**src/rtl/apb_master_bridge_if.sv**
```systemverilog
`default_nettype none
// ============================================================================
// Module      : apb_master_bridge_if
// Description : Request, status and two-slave APB signals of the bridge.
// Revision    : 1.0 - initial release
// ============================================================================
interface apb_master_bridge_if #(
    parameter int ADDR_WIDTH = 9,
    parameter int DATA_WIDTH = 8
);
    logic                  transfer;
    logic                  READ_WRITE;
    logic [ADDR_WIDTH-1:0] apb_write_paddr;
    logic [ADDR_WIDTH-1:0] apb_read_paddr;
    logic [DATA_WIDTH-1:0] apb_write_data;
    logic [DATA_WIDTH-1:0] apb_read_data_out;
    logic                  xfer_done;
    logic                  xfer_err;
    logic                  psel1;
    logic                  psel2;
    logic                  penable;
    logic [ADDR_WIDTH-2:0] paddr;
    logic                  pwrite;
    logic [DATA_WIDTH-1:0] pwdata;
    logic [DATA_WIDTH-1:0] prdata1;
    logic [DATA_WIDTH-1:0] prdata2;
    logic                  pready1;
    logic                  pready2;
    logic                  pslverr1;
    logic                  pslverr2;

    // Bridge side
    modport master (
        input  transfer, READ_WRITE, apb_write_paddr, apb_read_paddr, apb_write_data,
        input  prdata1, prdata2, pready1, pready2, pslverr1, pslverr2,
        output apb_read_data_out, xfer_done, xfer_err,
        output psel1, psel2, penable, paddr, pwrite, pwdata
    );

    // Requester and slave-memory side
    modport slave (
        output transfer, READ_WRITE, apb_write_paddr, apb_read_paddr, apb_write_data,
        output prdata1, prdata2, pready1, pready2, pslverr1, pslverr2,
        input  apb_read_data_out, xfer_done, xfer_err,
        input  psel1, psel2, penable, paddr, pwrite, pwdata
    );
endinterface
`default_nettype wire

```
**src/rtl/apb_master_bridge.sv**
```systemverilog
`default_nettype none
// ============================================================================
// Module      : apb_master_bridge
// Description : APB3 master turning single requests into cycles on two slaves.
// Revision    : 1.0 - initial release
// ============================================================================
module apb_master_bridge #(
    parameter int ADDR_WIDTH     = 9,
    parameter int DATA_WIDTH     = 8,
    parameter int TIMEOUT_CYCLES = 16
) (
    input  logic                 pclk,
    input  logic                 presetn,
    apb_master_bridge_if.master  bus
);
    localparam int c_CNT_W = (TIMEOUT_CYCLES > 2) ? $clog2(TIMEOUT_CYCLES) : 1;
    localparam logic [c_CNT_W-1:0] c_CNT_MAX = c_CNT_W'(TIMEOUT_CYCLES - 1);

    typedef enum logic [1:0] {
        S_IDLE   = 2'd0,
        S_SETUP  = 2'd1,
        S_ACCESS = 2'd2
    } state_t;

    state_t                state_q;
    logic [c_CNT_W-1:0]    cnt_q;
    logic                  psel1_q;
    logic                  psel2_q;
    logic                  penable_q;
    logic [ADDR_WIDTH-2:0] paddr_q;
    logic                  pwrite_q;
    logic [DATA_WIDTH-1:0] pwdata_q;
    logic [DATA_WIDTH-1:0] rdata_q;
    logic                  done_q;
    logic                  err_q;

    logic [ADDR_WIDTH-1:0] w_req_addr;
    logic                  w_sel_ready;
    logic                  w_sel_err;
    logic [DATA_WIDTH-1:0] w_sel_rdata;
    logic                  w_timeout;
    logic                  w_end;
    logic                  w_capture;

    assign w_req_addr  = bus.READ_WRITE ? bus.apb_read_paddr : bus.apb_write_paddr;
    // psel2_q alone identifies the slave while in ACCESS
    assign w_sel_ready = psel2_q ? bus.pready2  : bus.pready1;
    assign w_sel_err   = psel2_q ? bus.pslverr2 : bus.pslverr1;
    assign w_sel_rdata = psel2_q ? bus.prdata2  : bus.prdata1;
    assign w_timeout   = (cnt_q == c_CNT_MAX);
    assign w_end       = (state_q == S_ACCESS) && (w_sel_ready || w_timeout);
    assign w_capture   = bus.transfer && ((state_q == S_IDLE) || w_end);

    always_ff @(posedge pclk or negedge presetn) begin
        if (!presetn) begin
            state_q   <= S_IDLE;
            cnt_q     <= '0;
            psel1_q   <= 1'b0;
            psel2_q   <= 1'b0;
            penable_q <= 1'b0;
            paddr_q   <= '0;
            pwrite_q  <= 1'b0;
            pwdata_q  <= '0;
            rdata_q   <= '0;
            done_q    <= 1'b0;
            err_q     <= 1'b0;
        end else begin
            done_q <= 1'b0;
            err_q  <= 1'b0;
            case (state_q)
                S_IDLE: begin
                    psel1_q   <= 1'b0;
                    psel2_q   <= 1'b0;
                    penable_q <= 1'b0;
                end
                S_SETUP: begin
                    penable_q <= 1'b1;
                    state_q   <= S_ACCESS;
                end
                S_ACCESS: begin
                    if (w_end) begin
                        done_q <= 1'b1;
                        err_q  <= w_sel_ready ? w_sel_err : 1'b1;
                        if (w_sel_ready && !w_sel_err && !pwrite_q) begin
                            rdata_q <= w_sel_rdata;
                        end
                        psel1_q   <= 1'b0;
                        psel2_q   <= 1'b0;
                        penable_q <= 1'b0;
                        state_q   <= S_IDLE;
                    end else begin
                        cnt_q <= cnt_q + c_CNT_W'(1);
                    end
                end
                default: begin
                    psel1_q   <= 1'b0;
                    psel2_q   <= 1'b0;
                    penable_q <= 1'b0;
                    state_q   <= S_IDLE;
                end
            endcase

            // A new request overrides the return to IDLE, chaining straight into SETUP
            if (w_capture) begin
                psel1_q   <= ~w_req_addr[ADDR_WIDTH-1];
                psel2_q   <=  w_req_addr[ADDR_WIDTH-1];
                penable_q <= 1'b0;
                paddr_q   <= w_req_addr[ADDR_WIDTH-2:0];
                pwrite_q  <= ~bus.READ_WRITE;
                pwdata_q  <= bus.READ_WRITE ? '0 : bus.apb_write_data;
                cnt_q     <= '0;
                state_q   <= S_SETUP;
            end
        end
    end

    assign bus.psel1             = psel1_q;
    assign bus.psel2             = psel2_q;
    assign bus.penable           = penable_q;
    assign bus.paddr             = paddr_q;
    assign bus.pwrite            = pwrite_q;
    assign bus.pwdata            = pwdata_q;
    assign bus.apb_read_data_out = rdata_q;
    assign bus.xfer_done         = done_q;
    assign bus.xfer_err          = err_q;
endmodule
`default_nettype wire

```
**src/flat_wrapper.sv**
```systemverilog
// flat-port wrapper written by rule: the top's interface ports become plain ports
module apb_master_bridge_flat 
#(
    parameter int ADDR_WIDTH     = 9,
    parameter int DATA_WIDTH     = 8,
    parameter int TIMEOUT_CYCLES = 16
)
  (pclk, presetn, bus_transfer, bus_READ_WRITE, bus_apb_write_paddr, bus_apb_read_paddr, bus_apb_write_data, bus_prdata1, bus_prdata2, bus_pready1, bus_pready2, bus_pslverr1, bus_pslverr2, bus_apb_read_data_out, bus_xfer_done, bus_xfer_err, bus_psel1, bus_psel2, bus_penable, bus_paddr, bus_pwrite, bus_pwdata);
  apb_master_bridge_if #(.ADDR_WIDTH(ADDR_WIDTH), .DATA_WIDTH(DATA_WIDTH)) bus_i ();
  input  logic pclk;
  input  logic presetn;
  input wire logic [$bits(bus_i.transfer)-1:0] bus_transfer;
  input wire logic [$bits(bus_i.READ_WRITE)-1:0] bus_READ_WRITE;
  input wire logic [$bits(bus_i.apb_write_paddr)-1:0] bus_apb_write_paddr;
  input wire logic [$bits(bus_i.apb_read_paddr)-1:0] bus_apb_read_paddr;
  input wire logic [$bits(bus_i.apb_write_data)-1:0] bus_apb_write_data;
  input wire logic [$bits(bus_i.prdata1)-1:0] bus_prdata1;
  input wire logic [$bits(bus_i.prdata2)-1:0] bus_prdata2;
  input wire logic [$bits(bus_i.pready1)-1:0] bus_pready1;
  input wire logic [$bits(bus_i.pready2)-1:0] bus_pready2;
  input wire logic [$bits(bus_i.pslverr1)-1:0] bus_pslverr1;
  input wire logic [$bits(bus_i.pslverr2)-1:0] bus_pslverr2;
  output wire logic [$bits(bus_i.apb_read_data_out)-1:0] bus_apb_read_data_out;
  output wire logic [$bits(bus_i.xfer_done)-1:0] bus_xfer_done;
  output wire logic [$bits(bus_i.xfer_err)-1:0] bus_xfer_err;
  output wire logic [$bits(bus_i.psel1)-1:0] bus_psel1;
  output wire logic [$bits(bus_i.psel2)-1:0] bus_psel2;
  output wire logic [$bits(bus_i.penable)-1:0] bus_penable;
  output wire logic [$bits(bus_i.paddr)-1:0] bus_paddr;
  output wire logic [$bits(bus_i.pwrite)-1:0] bus_pwrite;
  output wire logic [$bits(bus_i.pwdata)-1:0] bus_pwdata;
  assign bus_i.transfer = bus_transfer;
  assign bus_i.READ_WRITE = bus_READ_WRITE;
  assign bus_i.apb_write_paddr = bus_apb_write_paddr;
  assign bus_i.apb_read_paddr = bus_apb_read_paddr;
  assign bus_i.apb_write_data = bus_apb_write_data;
  assign bus_i.prdata1 = bus_prdata1;
  assign bus_i.prdata2 = bus_prdata2;
  assign bus_i.pready1 = bus_pready1;
  assign bus_i.pready2 = bus_pready2;
  assign bus_i.pslverr1 = bus_pslverr1;
  assign bus_i.pslverr2 = bus_pslverr2;
  assign bus_apb_read_data_out = bus_i.apb_read_data_out;
  assign bus_xfer_done = bus_i.xfer_done;
  assign bus_xfer_err = bus_i.xfer_err;
  assign bus_psel1 = bus_i.psel1;
  assign bus_psel2 = bus_i.psel2;
  assign bus_penable = bus_i.penable;
  assign bus_paddr = bus_i.paddr;
  assign bus_pwrite = bus_i.pwrite;
  assign bus_pwdata = bus_i.pwdata;
  apb_master_bridge #(.ADDR_WIDTH(ADDR_WIDTH), .DATA_WIDTH(DATA_WIDTH), .TIMEOUT_CYCLES(TIMEOUT_CYCLES)) u_core (.pclk(pclk), .presetn(presetn), .bus(bus_i));
endmodule
```
**config.mk**
```make
export PLATFORM = sky130hd
export DESIGN_NAME = apb_master_bridge_flat
export DESIGN_NICKNAME = d
export VERILOG_FILES = /design/src/rtl/apb_master_bridge_if.sv /design/src/rtl/apb_master_bridge.sv /design/src/flat_wrapper.sv
export SDC_FILE = /design/constraint.sdc
export NUM_CORES = 1
export LEC_CHECK = 0
export CORE_AREA = 2 2 68 70
export DETAILED_ROUTE_END_ITERATION = 8
export DIE_AREA = 0 0 70 72
export PLACE_DENSITY = 0.78
export SETUP_SLACK_MARGIN = 0.4
export SLEW_MARGIN = 20
export SYNTH_ARGS = -nofsm -noshare
export SYNTH_HDL_FRONTEND = slang
export SYNTH_SLANG_ARGS = --single-unit
```
**constraint.sdc**
```tcl
create_clock -name pclk -period 2.65 [get_ports pclk]
set_clock_uncertainty 0.2 [all_clocks]
set_input_delay 0.6625 -clock pclk [delete_from_list [all_inputs] [get_ports pclk]]
set_output_delay 0.6625 -clock pclk [all_outputs]
set_load 0.01 [all_outputs]
```
Word level (Yosys, flattened, before mapping)
Cells that the tools add are included.
- add/subtract/negate cells: 1
- equal/unequal tests: 7
- multiplexer cells: 22
- bitwise operators: 2
- reductions and logical operators: 14
- operator list (cell ; number):
    2-to-1 mux 8 bit ; 2
    2-to-1 mux 4 bit ; 3
    2-to-1 mux 1 bit ; 11
    2-to-1 mux 9 bit ; 1
    case mux 2 bit (3 select lines) ; 1
    AND reduction 2 bit ; 3
    adder 4 x 1 -> 4 bit, second input constant ; 1
    == test 4 bit, second input constant ; 1
    logical AND 1 bit ; 4
    2-to-1 mux 2 bit ; 2
    inequality test 2 x 1 -> 1 bit, second input constant ; 2
    case mux 1 bit (2 select lines) ; 2
    inequality test 3 x 1 -> 1 bit, second input constant ; 1
    AND reduction 3 bit ; 1
    == test 2 x 1 -> 1 bit, second input constant ; 1
    == test 2 bit, second input constant ; 1
    logical NOT 1 bit ; 2
    logical NOT 2 bit ; 1
    logical OR 1 bit ; 2
    inequality test 2 bit, second input constant ; 1
    inverter 1 bit ; 2
    nonzero test 2 bit ; 1
- register bits: 36
- input bits: 50
- output and inout bits: 30
- word-level logic and storage cells: 57

Depth between registers and ports, before layout
Gate-level depths: netlist (run 1).
- depth after elaboration: 7
- depth in mapped cells: 6
- mapped depth without buffers: 5

Worst setup path before layout (run 1)
No wires, ideal clock.
- path type: input-to-reg
- start: input bus_pready1
- end: register u_core.rdata_q[0], in the netlist u_core.bus.apb_read_data_out[0]
- setup time: 125 ps
- arrival: 1670 ps
- required time: 2325 ps
- path slack: 655 ps
- stages on the path: 4
- path buffers: 0
- cell sequence: mux2_4 > or2_4 > nand4b_4 > mux2_2
- longest elaborated chain between the ends: 4
- elaborated cells between the ends (all ways): 6
- classes of those cells: mux: 1; reduce/logical: 5
- RTL lines (element ; RTL line ; text):
    start, declared ; flat_wrapper.sv:19 ; input wire logic [$bits(bus_i.pready1)-1:0] bus_pready1;
    2-to-1 mux 1 bit (*) ; apb_master_bridge.sv:47 ; assign w_sel_ready = psel2_q ? bus.pready2 : bus.pready1;
    logical AND 1 bit / logical OR 1 bit (equally long branches) ; apb_master_bridge.sv:84, apb_master_bridge.sv:51 ;
    logical AND 1 bit (on tied branches) ; apb_master_bridge.sv:84, apb_master_bridge.sv:51 ;
    AND reduction 3 bit (no line) (*) ; - ;
    end signal, assigned ; apb_master_bridge.sv:85 ; rdata_q <= w_sel_rdata;
    end, declared ; apb_master_bridge.sv:33 ; logic [DATA_WIDTH-1:0] rdata_q;
Mark *: on every way between the ends. The rest lies on a longest branch, timed or not.
A chain may end at the register's enable or synchronous reset.

Worst setup path in the final report (run 1)
- start: input bus_pready1
- end: register u_core.rdata_q[4], in the netlist u_core.bus.apb_read_data_out[4]
The elaborated chain is that of the path after synthesis.

==> results summary, run 1 <==
The sum of negative setup slack is 0 ns. For this block, the via count after detailed routing is roughly 1,400. The sum of overflow across all layers after global routing is 0. The pin count of the biggest net entering global routing is 37. Max-cap violations in this run came to 0.

The mean area per synthesized cell came out at 11.04 µm². The average via count per standard cell is approximately 4.8. The sum of internal, switching and leakage power is 0.002285 W. The worst path meets setup with between 0.4 and 0.5 ns of slack.

The count of port buffers added during placement came out at a little under 80. The aggregate routed wire length came out at about 3800 µm. The number of setup violations in the final report came out at 0. The vertical die dimension is slightly above 70 µm.

The remaining antenna violation count after routing is 0. The number of distinct standard cells referenced by the synthesized netlist is 33. The net count after synthesis is about 210. Clock-pin slew was measured on the worst setup and hold paths at around 0.07 ns. The initial antenna violation count was 0.

The number of enable flip-flop cells after synthesis is 0. The final net count came out at 294. The total number of H-tree levels is 2. TritonCTS built the clock tree. The reg2reg setup slack came out at approximately 0.6 ns. The via count of the first global-routing pass is ~1,400. The startpoint of the worst-slack reg-to-reg timing path is u_core.bus.psel2. The worst path arrival time came out at about 2.2 ns. From synthesis to final layout, the design area changed by 57.59%. For this run, the leading register cell type out of synthesis is dfrtp_1. VDD sags by at most around 430 µV.

Leaving out fill and tap cells, the most frequent cell in the layout is clkdlybuf4s50_1. The first TritonRoute pass finished after 4 iterations. The minimum setup slack after placement is between 0.1 and 0.15 ns.

The multi-input combinational cells in the finished layout cover a total of between 700 and 800 µm². The worst min-delay path category is input pin to async pin. The flow ran to the end, and the final reports show no timing, DRC or antenna violations. The all-layer global routing usage came out at between 10% and 20%. 80 I/O pins were placed. The worst flop-to-flop path endpoint is u_core.bus.apb_read_data_out[4]. The worst pin sits at a relative slew slack of between 40% and 50%. The clock sink total is 36. Once the floorplan was initialized, standard cells occupied between 40% and 50% of the core.

The wire-length estimate of the detail-placed layout is about 2800 µm. For this run, the share of the core covered by cells in the final layout is between 60% and 70%. The count of filler cells inserted in the layout is between 300 and 400. The portion of the clock cycle consumed by the worst path in the final layout is between 80 and 90%. The TritonCTS buffer count is 5. The portion of the post-synthesis area used by sequential elements is around 52%. The first-pass GRT wire length came out at roughly 6300 µm. STA classifies the critical path endpoint as a register. The number of endpoints with negative hold slack in the final report is 0. The width of the die came out at around 70 µm. In the synthesized netlist the async set-or-reset flop fraction comes to 100.0%. The post-synth design cell area is 1723 µm². Setup repair after global routing left no endpoint under its margin. The clock root buffer is clkbuf_8.

The power density relative to cell area came out at approximately 840 nW/µm². The flip-flop and latch count after synthesis came out at 36. The critical path is of the input pin to register type. The standby leakage power is ~1.2 nW. Counting every instance in the synthesized netlist gives about 160. The time the worst path needs with I/O delays and setup is between 2 and 2.5 ns. Counting along the longest clock path gives a buffer depth of 2.

The routability congestion estimate is approximately 0.79. The area of the die is 5040 µm². The max-slew violation count came out at 0. The count of synthesis-stage warnings from yosys is 0. The core footprint came out at roughly 4300 µm². The pin slew with the least headroom to its limit is between 0.7 and 0.8 ns.

For the worst flop-to-flop path, the logic depth is 5. The fraction of layout cells with a size suffix above 1 is between 10% and 20%. The routed wire length per instance is between 10 and 15 µm.

For the worst setup path, the data required time is about 2.6 ns. The cell row count came out at 24. The number of antenna cells inserted came out at 0.

The maximum clock frequency came out at roughly 460 MHz. Of all nets on the critical path, the largest fanout is 8. In the layout the commonest cells are clkdlybuf4s50_1 (78), dfrtp_1 (35), nand2_1 (19).

The source-to-sink clock delay at the later pin of the worst-skew pair came out at 0.28 ns. The number of violations reported at the end of detailed-routing iteration 0 is 32. The sort of element at the start of the critical path is an input pin. Across all hold checks on the routed design, the worst slack comes to about 0.26 ns. The sequential cell area is roughly 900 µm². The number of remaining DRC errors is 0.
## critical path, stage by stage
cell,delay [ns]
clkdlybuf4s50_1,0.42
mux2_4,0.30
or2_4,0.26
nand4b_4,0.16
mux2_2,0.35
## state kept, by name, summed over array words and instances, names as in the netlist
register / count
u_core.bus.psel1: 1
u_core.bus.xfer_err: 1
u_core.bus.paddr: 8
u_core.bus.apb_read_data_out: 8
u_core.bus.pwdata: 8
u_core.bus.psel2: 1
u_core.state_q: 2
u_core.bus.penable: 1
u_core.bus.xfer_done: 1
u_core.bus.pwrite: 1
u_core.cnt_q: 4
## metal layers
metal / part of all wire (%) / GRT usage (%) / vias to the layer above
met5: 0 / 0 / -
met2: 48 / 27.09 / 55
met1: 41 / 18.20 / 640
met3: 9.6 / 6.944 / 6
li1: - / - / 710
met4: 1.4 / 5.769 / 0
## logic make-up (layout without fill, tap and decap cells)
family          after synthesis  in the layout  share of synthesized area, %
buf+inv                      17            104                         4.285
simple gates                 42             42                         13.00
flops                        36             36                         52.29
mux                          27             27                         17.14
compound gates               33             33                         12.56
fa+ha+maj                     1              1                        0.7261
## how the worst max path moves through the flow
| stage | endpoint | start | slack, ns | cells after the start |
|---|---|---|---|---|
| final | u_core.bus.apb_read_data_out[4] | bus_pready1 | 0.45 | 5 |
| after CTS | bus_psel2 | u_core.bus.psel2 | 0.40 | 1 |
| after detailed placement | u_core.bus.apb_read_data_out[6] | bus_pready1 | 0.15 | 5 |
| after global placement | u_core.bus.apb_read_data_out[4] | bus_pready1 | 0.17 | 5 |
| after floorplan | u_core.bus.apb_read_data_out[0] | bus_pready1 | 0.65 | 4 |
| after global routing | u_core.bus.apb_read_data_out[3] | bus_pready1 | 0.40 | 5 |
## stage by stage
step / cells / instance area, µm²
2_1_floorplan: 156 / 1723
3_3_place_gp: 284 / 2580
3_5_place_dp: 284 / 2580
4_1_cts: 291 / 2678
5_1_grt: 295 / 2715
6_report: 295 / 2715
## power breakdown
part	leakage [nW]	switching [W]	internal, W
logic	0.689	0.000397	0.000599
registers	0.462	0.000132	0.000746
clock network	0.0503	0.000180	0.000231
total	1.20	0.000709	0.00158
## layout make-up
cell class	count	share of cell area, %
Sequential cell	36	33.23
Timing Repair Buffer	87	31.61
Multi-Input combinational cell	103	27.83
Clock buffer	7	3.548
Tap cell	52	2.396
Inverter	10	1.382
## cells in the mapped netlist, types with 2 or more instances
master,number,area share [%]
nor2_1,4,0.87
mux2_2,16,10
inv_1,10,2.2
o21ai_1,2,0.58
nand2b_1,8,2.9
o22ai_1,4,1.5
nor3_1,3,0.87
o21ai_0,16,4.6
nand3_1,2,0.58
clkbuf_1,3,0.65
mux2i_1,10,5.8
buf_4,2,0.87
a21oi_1,2,0.58
nand2_1,19,4.1
buf_2,2,0.58
dfrtp_1,36,52
## timing repair
| item | 4_1_cts | 5_1_grt |
|---|---|---|
| buffers inserted | 0 | 4 |
| resized for setup | 1 | 1 |
| hold buffers | 0 | 0 |
| pin swaps | 0 | 1 |
| endpoints found under the setup margin | 1 | 9 |
Note: power is estimated with default switching activity, not from simulation.
==> run 2: changes to the inputs <==
==> constraint.sdc (replaced) <==
create_clock -name pclk -period 2.2 [get_ports pclk]
set_clock_uncertainty 0.2 [all_clocks]
set_input_delay 0.55 -clock pclk [delete_from_list [all_inputs] [get_ports pclk]]
set_output_delay 0.55 -clock pclk [all_outputs]
set_load 0.01 [all_outputs]
==> results summary, run 2 (synthesis results as in run 1) <==
Setup repair after global routing could not meet its margin everywhere. The number of violations reported at the end of detailed-routing iteration 0 came out at 48. The area of the die came out at approximately 5000 µm². In this run the vertical extent of the chip is between 70 and 80 µm. The slack of the critical path came out at around 0.33 ns. The count of port buffers added during placement came out at 79. The detailed router placed 1,489 vias in this run. The fraction of layout cells with a size suffix above 1 is between 20% and 30%. The worst-path maximum fanout came out at 8. The routability congestion estimate came out at approximately 0.77. The pin slew with the least headroom to its limit came out at ~0.48 ns.

The signal on the critical path passes through ha_2 > and3_4 > or2_4 > nand4b_4 > mux2_4. The number of antenna cells inserted came out at 0. The total net switching power is 0.0009126 W. The number of setup violations in the final report came out at 0. The largest buffer count on any clock path came out at 2. The sum of buffers and inverters on the critical path is 0. The H-tree generated during clock tree synthesis spans 2 levels. The power density relative to cell area came out at 970.1 nW/µm².

The sequential share of power came out at 38.1%. STA classifies the critical path endpoint as a register. The total iterations of the first detailed-routing run is 4.

The portion of the clock cycle consumed by the worst path in the final layout came out at a little over four fifths. The final net count is between 300 and 400. The source-to-sink clock delay at the later pin of the worst-skew pair came out at between 0.2 and 0.3 ns. Leaving out filler cells and counting taps, the final layout contains 303.

80 I/O pins were placed. The remaining antenna violation count after routing is 0. Once layout is complete, the utilization of the core stands at 66.46%. The worst hold path belongs to the class input pin to async pin.

The required arrival time at the worst endpoint came out at around 2.2 ns. The share of total power dissipated in combinational logic is approximately 45%. The worst path arrival time is about 1.8 ns. Broken down by cell family, the worst path's largest delay share belongs to simple AND/OR/NAND/NOR gates. Clock-pin slew was measured on the worst setup and hold paths at approximately 0.070 ns. For this run the aggregate overflow at the end of global routing stands at 0. The via count of the first global-routing pass came out at 1,511. The width of the die is approximately 70 µm. The clock root buffer is clkbuf_8. The cell row count is 24. After detailed routing, the total wire length is between 4000 and 5000 µm. The sum of negative setup slack is 0 ns. The maximum vdd ir drop is between 300 and 400 µV. TritonCTS built the clock tree. Entering global routing, the biggest net connects 37 pins. The TritonCTS buffer count is 5. The max-slew violation count is 0. STA classifies the critical path startpoint as a register. The minimum setup slack after placement is -0.1581 ns.

The stage delay of the slowest cell on the critical path is about 0.4 ns. The initial antenna violation count is 0. In the layout the commonest cells are clkdlybuf4s50_1 (43), dfrtp_1 (35), dlygate4sd2_1 (31). The critical path is of the register to register type. The number of placed instances, taps included, is 288. The first global-routing pass estimated approximately 7000 µm of wire. The max-slew headroom at the worst pin came out at 68.00%. Of the total power, the share spent switching nets is approximately 33%. The number of endpoints with negative hold slack in the final report came out at 0. The final HPWL from detailed placement is 2967 µm. The clock sink total came out at 36. The library cell used most frequently in the layout, excluding fill and tap cells, is clkdlybuf4s50_1. The time the worst path needs with I/O delays and setup came out at approximately 1.9 ns.

In the routed layout, each cell is associated on average with a via count of approximately 5. For this run, design rule violations remaining after detail routing come to 0. The maximum clock frequency came out at approximately 540 MHz.

The reported max-cap violation count came out at 0. For this configuration, the core starts out at a cell density of between 40% and 50%. The standby leakage power came out at 1.392 nW. In this run the critical register-to-register path is launched from u_core.cnt_q[0].

The internal power consumption came out at 0.001837 W. The all-layer global routing usage came out at between 10% and 20%. After detailed routing, the average wire length per cell comes to approximately 14 µm.

The clock network fraction of design power came out at between 10% and 20%. Tracing the worst setup path back leads to its startpoint at u_core.cnt_q[0]. The area growth from synthesis to layout is 64.49%. The run finished with clean final reports. The total area inside the core boundary comes to 4264 µm².

For this design, the slowest cell found on the critical path is dfrtp_1.
==> run 2: cell count changes in the layout (fill, tap and decap cells not counted), moves of 2 or more <==
| cell | before | now |
|---|---|---|
| dlygate4sd2_1 | 0 | 31 |
| buf_6 | 0 | 2 |
| dlymetal6s2s_1 | 0 | 2 |
| clkdlybuf4s50_1 | 78 | 43 |
| mux2_4 | 1 | 9 |
| mux2_2 | 16 | 8 |
| clkbuf_1 | 0 | 2 |
| clkdlybuf4s15_1 | 0 | 2 |
| buf_4 | 7 | 12 |
==> run 2: repair_timing <==
action,in CTS,in global routing
pin swaps,5,4
cloned,0,0
resized for setup,47,13
setup buffers,5,2
hold buffers,0,0
endpoints found under the setup margin,66,33
==> run 2: path summary, 6_finish.rpt <==
kind                                                   endpoint  slack (ns)  depth (start not counted)
worst min-delay path                            u_core.cnt_q[1]        0.11                          2
min in group pclk                           u_core.bus.paddr[2]        0.27                          2
worst max-delay path            u_core.bus.apb_read_data_out[6]        0.33                          5
max in group asynchronous                      u_core.bus.psel2        1.35                          2
worst max register to register  u_core.bus.apb_read_data_out[6]        0.33                          5
worst min register to register              u_core.bus.paddr[2]        0.27                          2
==> run 2: area by class of cell <==
| class | count | area, µm² |
|---|---|---|
| multi-input cells | 103 | 854.6 |
| well taps | 52 | 65.06 |
| clock buffers | 8 | 90.09 |
| repair buffers | 94 | 884.6 |
| fillers | 350 | 1430 |
| inverters | 10 | 37.54 |
| flip-flops and latches | 36 | 902.1 |
==> run 2: power groups by stage <==
stage | Sequential, W | Clock, W | Combinational (W)
2_1_floorplan | 0.00114 | 0 | 0.000459
3_3_place_gp | 0.00106 | 0 | 0.00118
3_5_place_dp | 0.00107 | 0 | 0.00121
4_1_cts | 0.00105 | 0.000491 | 0.00117
5_1_grt | 0.00109 | 0.000513 | 0.00134
6_report | 0.00105 | 0.000472 | 0.00123
==> run 2: per-layer routing <==
layer | global-route usage (%) | routed length [µm]
met5 | 0 | 0
met4 | 5.769 | 44
met3 | 6.250 | 323
met2 | 29.63 | 2077
met1 | 20.86 | 1713
==> run 2: worst register-to-register path: stages, from the launching register on <==
cell and delay, ns:
dfrtp_1 0.40, ha_2 0.19, and3_4 0.20, or2_4 0.25, nand4b_4 0.18, mux2_4 0.32
==> run 2: metrics by stage <==
stage / total power (W) / cell area, µm² / hold slack, ns
global route: 0.002941 / 2834 / 0.1381
global placement: 0.002238 / 2615 / 0.2606
finish: 0.002749 / 2834 / 0.1054
floorplan: 0.001595 / 1728 / 0.05441
detailed placement: 0.002275 / 2615 / 0.2695
CTS: 0.002710 / 2753 / 0.1121
==> run 3: changes to the inputs <==
==> constraint.sdc (replaced) <==
create_clock -name pclk -period 1.9 [get_ports pclk]
set_clock_uncertainty 0.2 [all_clocks]
set_input_delay 0.475 -clock pclk [delete_from_list [all_inputs] [get_ports pclk]]
set_output_delay 0.475 -clock pclk [all_outputs]
set_load 0.01 [all_outputs]
==> results summary, run 3 (synthesis results as in run 1) <==
The flow ran to the end, and the final reports show no timing, DRC or antenna violations. The sequential cell area came out at 902.1 µm². The signal on the critical path passes through mux2_4 > or2_4 > nand4b_4 > mux2_4. The hold-critical path depth is 1. The slack of the critical path is 0.01805 ns.

The clock sink total came out at 36. The all-layer global routing usage came out at 17.05%. In this run the most critical hold path is launched from u_core.state_q[1].

Entering global routing, the biggest net connects 36 pins. Of the total power, registers draw between 30 and 40%. The cell depth of the worst flop-to-flop path came out at 4. The number of endpoints with negative hold slack in the final report came out at 0.

The initial antenna violation count is 0. The total iterations of the first detailed-routing run came out at 4. After detailed routing, the average wire length per cell comes to roughly 15 µm. The min-delay analysis places its worst path in the category register to register. The source-to-sink clock delay at the later pin of the worst-skew pair came out at ~0.28 ns. The reported max-cap violation count came out at 0. The aggregate routed wire length came out at slightly below 5000 µm. The area taken by multi-input logic gates is 972.2 µm².

The worst register-to-register path has a setup slack of about 0.018 ns. The internal power consumption came out at between 0.002 and 0.0025 W. At the end of the flow, the number of nets in the layout was about 320. The number of buffers and inverters on the critical path is 0.

The worst flop-to-flop path endpoint is u_core.bus.apb_read_data_out[1]. The combinational group share of total power came out at between 50% and 60%. In this run, the clock network consumes about 15% of the power. IR analysis of the VDD net gives a maximum drop of 608.1 µV.

The highest-delay cell along the critical path is dfrtp_2. The number of remaining DRC errors is 0. The vertical die dimension came out at roughly 72 µm. STA classifies the critical path endpoint as a register. Setup repair after global routing could not meet its margin everywhere.

The cell row count is 24. The filler cells instantiated in the layout total around 320. For the finished layout, the period the worst path requires is roughly 1.9 ns.

The worst setup path is launched from a register. The tree is rooted in a clkbuf_8. In the finished design, the share of the clock period the worst path needs comes to 99.05%. The library cells used most frequently in the layout, excluding fill and tap cells, are clkdlybuf4s50_1 (45), dfrtp_1 (35), buf_2 (25).

The area of the die came out at between 5000 and 6000 µm². The count of port buffers added during placement is 79. The first global-routing pass estimated between 6000 and 7000 µm of wire. Among cell families on the critical path, the largest total delay comes from multiplexers. The minimum setup slack after placement is -0.4037 ns.

Measured against its own limit, the worst slew margin works out to 71.07%. The number of setup violations in the final report came out at 0. During I/O placement, the number of pins put on the boundary was 80.

The width of the die came out at around 70 µm. Detailed routing inserted a total of between 1,500 and 2,000 vias. The average via count per standard cell is slightly above 5. TritonCTS created 5 clock buffers.

The critical path start-end classification is register to register. The switching power share of the total came out at 34.98%. After clock tree synthesis, the clock-pin slew on the worst setup and hold paths is roughly 0.080 ns.

The library cell used most frequently in the layout, excluding fill and tap cells, is clkdlybuf4s50_1. The remaining antenna violation count after routing came out at 0. The pin slew with the least headroom to its limit is between 0.4 and 0.5 ns. The sum of overflow across all layers after global routing is 0.

The maximum clock frequency is between 500 and 600 MHz. The stage delay of the slowest cell on the critical path came out at 0.43 ns. The clock passes through at most 2 buffers. The total number of H-tree levels is 2.

The final HPWL from detailed placement is 2999 µm. The required arrival time at the worst endpoint is 1.87 ns. The worst-path maximum fanout is 8. The number of violations reported at the end of detailed-routing iteration 0 is between 40 and 50. The via count of the first global-routing pass is 1,462. The max-slew violation count is 0. For this design the static power due to leakage is about 1.5 nW. The number of antenna cells inserted is 0.

In this design, the critical path's most frequently occurring cell is mux2_4. Data on the critical path arrives at its endpoint at roughly 1.9 ns. The startpoint of the worst-slack reg-to-reg timing path is u_core.bus.psel2. The fraction of layout cells with a size suffix above 1 came out at approximately half. The power density relative to cell area is approximately 1200 nW/µm². The worst hold path terminates at u_core.bus.psel2. For this configuration, the core starts out at a cell density of 40.40%.

The final hold slack came out at between 0.2 and 0.3 ns. TritonCTS built the clock tree. The routability congestion estimate came out at 0.8001. The growth of design area from synthesis to finish is 81.19%. The core footprint came out at approximately 4300 µm². The total net switching power is around 0.0013 W.
-- run 3: cell count changes in the layout (fill, tap and decap cells not counted), moves of 6 or more --
cell	previous run	this run
dlygate4sd2_1	31	3
buf_2	1	25
nand2_1	19	2
o21ai_0	15	0
o21ai_2	0	12
buf_4	12	23
nand2_4	0	10
nand2_2	0	7
buf_6	2	8
-- run 3: power groups by stage --
stage               registers, W  logic [W]  clock network [W]
detailed placement       0.00122    0.00147                  0
finish                   0.00124    0.00192           0.000553
CTS                      0.00119    0.00141           0.000561
global placement         0.00120    0.00144                  0
floorplan                0.00132   0.000576                  0
global route             0.00127    0.00206           0.000595
-- run 3: metal layers --
layer / global-route usage [%] / routed length (µm) / part of all wire [%] / vias to the layer above
met5: 0 / 0 / 0 / -
met4: 4.060 / 41 / 0.82 / 0
met3: 5.556 / 365 / 7.3 / 5
met2: 27.41 / 2604 / 52 / 66
met1: 22.66 / 1964 / 39 / 789
li1: - / - / - / 769
-- run 3: how the worst max path moves through the flow --
| stage | slack, ns | cells past startpoint | startpoint | to |
|---|---|---|---|---|
| 6_report | 0.02 | 4 | u_core.bus.psel2 | u_core.bus.apb_read_data_out[1] |
| 5_1_grt | -0.02 | 4 | u_core.bus.psel2 | u_core.bus.apb_read_data_out[3] |
| 4_1_cts | 0.01 | 4 | u_core.bus.psel2 | u_core.bus.apb_read_data_out[3] |
| 3_5_place_dp | -0.40 | 5 | bus_pready1 | u_core.bus.apb_read_data_out[3] |
| 3_3_place_gp | -0.37 | 5 | bus_pready1 | u_core.bus.apb_read_data_out[4] |
| 2_1_floorplan | 0.09 | 5 | u_core.cnt_q[1] | u_core.bus.apb_read_data_out[0] |
-- run 3: final cells by class --
cell class | instances | share of cell area (%)
multi-input cells | 103 | 31.14
clock buffers | 8 | 2.886
inverters | 10 | 1.202
repair buffers | 114 | 33.79
well taps | 52 | 2.084
flip-flops and latches | 36 | 28.90
-- run 3: through the flow --
| step | TNS (ns) | instances | cell area, µm² | total power (W) | utilization [%] |
|---|---|---|---|---|---|
| finish | 0 | 323 | 3122 | 0.003720 | 73.21 |
| global route | -0.1556 | 323 | 3122 | 0.003924 | 73.21 |
| CTS | 0 | 307 | 2721 | 0.003156 | 63.82 |
| detailed placement | -10.81 | 290 | 2659 | 0.002686 | 62.35 |
| global placement | -9.718 | 290 | 2659 | 0.002641 | 62.35 |
| floorplan | 0 | 156 | 1758 | 0.001893 | - |
-- run 3: worst register-to-register path: cells and delay by family (launching register included) --
kind,cells,cell delay [ns]
flip-flops,1,0.43
multiplexers,2,0.67
AND/OR/NAND/NOR,2,0.46
-- run 3: timing repair --
action                                  CTS  global route
endpoints found under the hold margin    17             0
buffers inserted                          8            10
gates cloned                              0             6
pin swaps                                 7            28
endpoints found under the setup margin   66            47
hold buffers                              1             0
gates resized for setup                 132            59
